[src/rtl/dram_read_sequencer.sv]
// Converts 16-bit-sample address requests into DRAM read commands and returns the
// selected lane of each 128-bit word in request order. Optional word cache: DRAM_READ_CACHE_EN.
module dram_read_sequencer #(
   parameter int unsigned DEPTH = 8
) (
   input  logic         clk,
   input  logic         rst,
   input  logic         req_axis_tvalid,
   output logic         req_axis_tready,
   input  logic [23:0]  req_axis_tdata,
   input  logic         req_axis_tlast,
   output logic         app_en,
   output logic [2:0]   app_cmd,
   output logic [23:0]  app_addr,
   input  logic         app_rdy,
   input  logic [127:0] app_rd_data,
   input  logic         app_rd_data_valid,
   output logic         sample_axis_tvalid,
   input  logic         sample_axis_tready,
   output logic [15:0]  sample_axis_tdata,
   output logic         sample_axis_tlast,
   output logic         err_unexpected_rd
);
   localparam int unsigned AW = $clog2(DEPTH);
   localparam int unsigned CW = AW + 1;
   localparam logic [2:0] CMD_READ = 3'b001;

   typedef enum logic {IDLE, ISSUE} state_e;

   state_e        state_q, state_d;
   logic          app_en_q, app_en_d;
   logic [2:0]    app_cmd_q, app_cmd_d;
   logic [23:0]   app_addr_q, app_addr_d;
   logic [CW-1:0] outstanding_q, outstanding_d;
   logic          err_q, err_d;

   // tag = {lane select, tlast, word address}
   logic [24:0]   tag_mem [DEPTH];
   logic [AW-1:0] tag_wr_q, tag_wr_d, tag_rd_q, tag_rd_d;
   logic [16:0]   out_mem [DEPTH];
   logic [AW-1:0] out_wr_q, out_wr_d, out_rd_q, out_rd_d;
   logic [CW-1:0] out_count_q, out_count_d;

   logic          accept, hit, issue, ret, push, pop;
   logic [CW:0]   in_use;
   logic [2:0]    tag_sel;
   logic          tag_last;
   logic [20:0]   tag_word;
   logic [16:0]   push_data;
   logic [16:0]   out_head;
   logic          hit_pend_q;
   logic [16:0]   hit_sample_q;

   assign in_use          = {1'b0, outstanding_q} + {1'b0, out_count_q} + {{CW{1'b0}}, hit_pend_q};
   assign req_axis_tready = !rst && (state_q == IDLE) && (in_use < (CW+1)'(DEPTH));
   assign accept          = req_axis_tvalid && req_axis_tready;
   assign ret             = app_rd_data_valid && (outstanding_q != '0);
   assign {tag_sel, tag_last, tag_word} = tag_mem[tag_rd_q];
   assign pop             = sample_axis_tvalid && sample_axis_tready;

`ifdef DRAM_READ_CACHE_EN
   logic          cache_valid_q, cache_valid_d;
   logic [20:0]   cache_word_q, cache_word_d;
   logic [127:0]  cache_data_q, cache_data_d;
   logic          hit_pend_d;
   logic [16:0]   hit_sample_d;

   // A hit is only safe with nothing outstanding, which keeps samples in order.
   always_comb begin
      hit           = accept && cache_valid_q && (outstanding_q == '0)
                      && (req_axis_tdata[23:3] == cache_word_q);
      hit_pend_d    = hit;
      hit_sample_d  = {req_axis_tlast, cache_data_q[{req_axis_tdata[2:0], 4'b0000} +: 16]};
      cache_valid_d = cache_valid_q;
      cache_word_d  = cache_word_q;
      cache_data_d  = cache_data_q;
      if (ret) begin
         cache_valid_d = 1'b1;
         cache_word_d  = tag_word;
         cache_data_d  = app_rd_data;
      end
   end

   always_ff @(posedge clk or posedge rst) begin
      if (rst) begin
         cache_valid_q <= 1'b0;
         cache_word_q  <= '0;
         cache_data_q  <= '0;
         hit_pend_q    <= 1'b0;
         hit_sample_q  <= '0;
      end else begin
         cache_valid_q <= cache_valid_d;
         cache_word_q  <= cache_word_d;
         cache_data_q  <= cache_data_d;
         hit_pend_q    <= hit_pend_d;
         hit_sample_q  <= hit_sample_d;
      end
   end
`else
   logic unused_tag_word;
   assign hit             = 1'b0;
   assign hit_pend_q      = 1'b0;
   assign hit_sample_q    = '0;
   assign unused_tag_word = ^tag_word;
`endif

   always_comb begin
      issue         = accept && !hit;
      state_d       = state_q;
      app_addr_d    = app_addr_q;
      outstanding_d = outstanding_q;
      err_d         = err_q | (app_rd_data_valid && (outstanding_q == '0));
      tag_wr_d      = tag_wr_q;
      tag_rd_d      = tag_rd_q;
      out_wr_d      = out_wr_q;
      out_rd_d      = out_rd_q;
      out_count_d   = out_count_q;

      if (state_q == IDLE) begin
         if (issue) begin
            state_d    = ISSUE;
            app_addr_d = {req_axis_tdata[23:3], 3'b000};
         end
      end else if (app_rdy) begin
         state_d = IDLE;
      end
      app_en_d  = (state_d == ISSUE);
      app_cmd_d = (state_d == ISSUE) ? CMD_READ : 3'b000;

      if (issue) tag_wr_d = tag_wr_q + AW'(1);
      if (ret)   tag_rd_d = tag_rd_q + AW'(1);
      if (issue && !ret)      outstanding_d = outstanding_q + CW'(1);
      else if (!issue && ret) outstanding_d = outstanding_q - CW'(1);

      push      = ret || hit_pend_q;
      push_data = ret ? {tag_last, app_rd_data[{tag_sel, 4'b0000} +: 16]} : hit_sample_q;
      if (push) out_wr_d = out_wr_q + AW'(1);
      if (pop)  out_rd_d = out_rd_q + AW'(1);
      if (push && !pop)      out_count_d = out_count_q + CW'(1);
      else if (!push && pop) out_count_d = out_count_q - CW'(1);
   end

   always_ff @(posedge clk or posedge rst) begin
      if (rst) begin
         state_q       <= IDLE;
         app_en_q      <= 1'b0;
         app_cmd_q     <= '0;
         app_addr_q    <= '0;
         outstanding_q <= '0;
         err_q         <= 1'b0;
         tag_wr_q      <= '0;
         tag_rd_q      <= '0;
         out_wr_q      <= '0;
         out_rd_q      <= '0;
         out_count_q   <= '0;
      end else begin
         state_q       <= state_d;
         app_en_q      <= app_en_d;
         app_cmd_q     <= app_cmd_d;
         app_addr_q    <= app_addr_d;
         outstanding_q <= outstanding_d;
         err_q         <= err_d;
         tag_wr_q      <= tag_wr_d;
         tag_rd_q      <= tag_rd_d;
         out_wr_q      <= out_wr_d;
         out_rd_q      <= out_rd_d;
         out_count_q   <= out_count_d;
      end
   end

   always_ff @(posedge clk) begin
      if (issue) tag_mem[tag_wr_q] <= {req_axis_tdata[2:0], req_axis_tlast, req_axis_tdata[23:3]};
      if (push)  out_mem[out_wr_q] <= push_data;
   end

   assign out_head           = out_mem[out_rd_q];
   assign sample_axis_tvalid = (out_count_q != '0);
   assign sample_axis_tdata  = sample_axis_tvalid ? out_head[15:0] : '0;
   assign sample_axis_tlast  = sample_axis_tvalid && out_head[16];
   assign app_en             = app_en_q;
   assign app_cmd            = app_cmd_q;
   assign app_addr           = app_addr_q;
   assign err_unexpected_rd  = err_q;
endmodule

[config.mk]
export PLATFORM = sky130hd
export DESIGN_NAME = dram_read_sequencer
export DESIGN_NICKNAME = d
export VERILOG_FILES = /design/src/rtl/dram_read_sequencer.sv
export SDC_FILE = /design/constraint.sdc
export NUM_CORES = 1
export LEC_CHECK = 0
export BUFFER_PORTS_ARGS = -buffer_cell sky130_fd_sc_hd__buf_4
export CAP_MARGIN = 20
export CORE_ASPECT_RATIO = 0.5
export CORE_MARGIN = 3
export CORE_UTILIZATION = 49
export DETAILED_ROUTE_END_ITERATION = 16
export MAX_ROUTING_LAYER = met4
export PLACE_DENSITY_LB_ADDON = 0.2
export SLEW_MARGIN = 10
export SYNTH_ARGS = -nofsm -noshare
export SYNTH_HDL_FRONTEND = slang
export SYNTH_SLANG_ARGS = --single-unit
export TNS_END_PERCENT = 5
[constraint.sdc]
create_clock -name clk -period 2.9 [get_ports clk]
set_input_delay 0.87 -clock clk [delete_from_list [all_inputs] [get_ports clk]]
set_output_delay 0.87 -clock clk [all_outputs]
set_load 0.05 [all_outputs]
==> results.py <==
metrics = {
    "run": {
        "cap_violations": 0,
    },
    "global_routing": {
        "grt_pass1_vias": 5987,
        "grt_start_max_net_pins": 37,
        "grt-ovfl-total": 0,
        "antenna_found_initial": 0,
        "grtUsageTotal_pct": 20.9,
        "grt_pass1_wl_mm": 33.4,
    },
    "sta": {
        "fmax_ghz": 0.338,
        "rsz0062_at_grt": "true",
        "fin_crit_sh_pct": 102,
        "hold_violations": 0,
        "setup_ws_ns": -0.0609,
        "fin_worst_skew_ns": 0.00814,
        "finalCriticalPeriod_ns": 2.96,
        "final-setup-viol-count": 9,
        "finalMaxSlewViolations": 0,
    },
    "finish": {
        "regArea_mm2": 0.00612,
        "fin_nets": 963,
        "syn_to_final_growth_pct": 29.1,
        "fin_cells": 1060,
        "num-fill-cells": 1402,
        "drive_gt1_share_pct": 47.1,
        "multi_input_area_mm2": 0.00328,
        "design_area_mm2": 0.0123,
        "diodes": 0,
    },
    "route": {
        "detail-route-antenna-nets": 0,
        "dr.pass1.iters": 6,
        "drt-total-wl_mm": 21.7,
        "num_vias": 5747,
        "drt-vias-per-instance": 5.42,
        "wl_per_cell_um": 20.5,
        "drc": 0,
        "first_iter_violations": 341,
    },
    "yosys": {
        "avgSynthCellArea_um2": 17.1,
        "synth-main-ff-cell": "edfxtp_1",
        "synth_commonest_cells": "edfxtp_1 (168), mux2i_1 (56), mux2_2 (46), dfrtp_1 (43), mux4_2 (39)",
        "async_flop_share_pct": 20.4,
        "synth_cell_types": 37,
        "synth_top_area_cell": "edfxtp_1",
        "synth-edff-count": 168,
        "syn_area_mm2": 0.00953,
        "ys_warn_count": 0,
        "synth_top_area_share_pct": 52.9,
        "synth_area_leaders": "edfxtp_1 (53%), dfrtp_1 (11%), mux4_2 (9.2%), mux2i_1 (5.9%), mux2_2 (5.4%)",
        "syn_inst": 558,
        "synth-seq-area-share_pct": 64.2,
        "yosysMostFrequentCell": "edfxtp_1",
        "ys_seq_elements": 211,
    },
    "power_and_ir_drop": {
        "powerDensity_mw_per_mm2": 1200,
        "max-vdd-ir-drop_uv": 748,
        "p_leak_nw": 4.88,
    },
    "critical_path": {
        "crit_type": "reg2out",
        "cp-start-kind": "register",
        "crit_path_max_fanout": 11,
        "endpoint_kind": "output pin",
        "critPathArrivalTime_ns": 2.09,
        "cp.required_ns": 2.03,
    },
    "placement": {
        "place_congestion": 0.858,
        "dp_hpwl_mm": 14.9,
        "portBuffers": 201,
        "dp_slack_ns": -0.0475,
        "post-place-cells": 1021,
        "dpl_cell_area_mm2": 0.0116,
    },
    "floorplan": {
        "ios": 207,
        "rows": 35,
        "die_h_um": 105,
        "die_area_mm2": 0.0213,
        "start_util_pct": 50.9,
        "coreArea_mm2": 0.0187,
        "die_x_um": 203,
    },
    "worst_hold_path": {
        "hold_class": "in2async",
    },
    "clock_tree": {
        "cts_tree": "yes",
        "cts_hold_buf": 0,
        "cts_root_buf": "clkbuf_16",
        "worstSkewPairLatency_ns": 0.48,
        "cts.sinks": 211,
        "h-tree-depth": 1,
        "clk_pin_slew_ns": 0.07,
        "clk_path_buf_depth": 3,
        "cts_buffers": 19,
    },
    "outcome": {
        "violations": "negative setup slack",
        "outcome": "finished with violations",
    },
}
## worst max-delay path, cell delays in order (launching register included)
cell     delay [ns]
dfrtp_2        0.46
buf_12         0.19
mux4_2         0.52
mux2i_2        0.21
nor2_1         0.08
buf_6          0.16
## layer usage
metal / wire (µm) / GRT usage (%) / up-vias
li1: - / - / 2642
met1: 9590 / 29.1 / 2926
met2: 10700 / 32.8 / 153
met3: 1070 / 4.45 / 26
met4: 303 / 3.34 / 0
met5: 0 / - / -
## cell type report
cell class | count | share of cell area, %
clock buffer | 26 | 4.41
timing repair buffer | 241 | 15.9
tap | 259 | 2.63
clock inverter | 7 | 0.437
multi-input combinational | 310 | 26.7
sequential | 211 | 49.8
inverter | 6 | 0.203
## cells by family (layout without fill, tap and decap cells)
| group | Yosys count | after routing | synth area share [%] |
|---|---|---|---|
| xor gates and xnor gates | 15 | 15 | 1.38 |
| muxes | 156 | 156 | 22.7 |
| AOI/OAI and AO/OA | 46 | 46 | 3.74 |
| other | 1 | 5 | 0.0393 |
| DFF | 211 | 211 | 64.2 |
| buffers and inverters | 41 | 280 | 2.44 |
| and+or+nand+nor | 73 | 73 | 3.32 |
| adders and majority gates | 15 | 15 | 2.13 |
## state kept, by name (all words and copies together), names as in the netlist
signal	count
outstanding_q	4
out_wr_q	3
tag_rd_q	3
out_count_q	4
tag_mem	32
out_rd_q	3
err_unexpected_rd	1
out_mem	136
app_cmd	1
app_addr	21
tag_wr_q	3
## cell usage in the layout (no fill, tap or decap), types with 5 or more instances in the layout
cell type  netlist  final
nand2b_1         9      9
mux2i_1         56     55
a221o_1         16     16
nor2_1          35     35
ha_1            13     10
clkbuf_16        0     20
o22ai_1         17     17
buf_6            5     19
mux2_4          11     11
mux2_2          46     46
xnor2_1         12     12
clkinv_1         1      6
buf_12           0      5
buf_4            6    216
conb_1           1      5
mux4_2          39     38
nand2_1         19     19
edfxtp_1       168    168
dfrtp_1         43     41
## power breakdown
part | switching (mW) | internal (mW)
clock network | 1.03 | 1.40
logic | 4.25 | 3.22
registers | 0.414 | 4.50
total | 5.70 | 9.11
## path summary, 6_finish.rpt
kind	cells after the start	from	slack, ns	end
hold reg to reg	1	err_unexpected_rd$_DFF_PP0_	0.47	err_unexpected_rd$_DFF_PP0_
hold / removal	2	rst	0.31	app_addr[5]$_DFFE_PP0P_
min in group clk	1	err_unexpected_rd$_DFF_PP0_	0.47	err_unexpected_rd$_DFF_PP0_
setup / recovery	5	out_rd_q[0]$_DFFE_PP0P_	-0.06	sample_axis_tdata[13]
setup reg to reg	6	tag_rd_q[2]$_DFFE_PP0P_	0.14	out_mem[1][7]$_DFFE_PP_
max in group asynchronous	3	rst	2.09	out_rd_q[0]$_DFFE_PP0P_
## per-stage QoR
stage          TNS, ns  hold WS (ns)  utilization (%)  power (mW)
3_3_place_gp   -0.0204         0.444             61.6        12.0
2_1_floorplan    -6.56         0.467                -        10.1
3_5_place_dp   -0.0911         0.454             61.6        12.2
4_1_cts          -1.27         0.295             65.7        15.0
5_1_grt          -2.15         0.306             65.6        15.6
6_report        -0.300         0.310             65.6        14.8
## repair_timing
action,4_1_cts,5_1_grt
gates cloned,1,0
pin swaps,3,1
buffers inserted,5,1
setup endpoints to repair,17,19
resized for setup,24,2
Power figures use the tool's default switching activity.
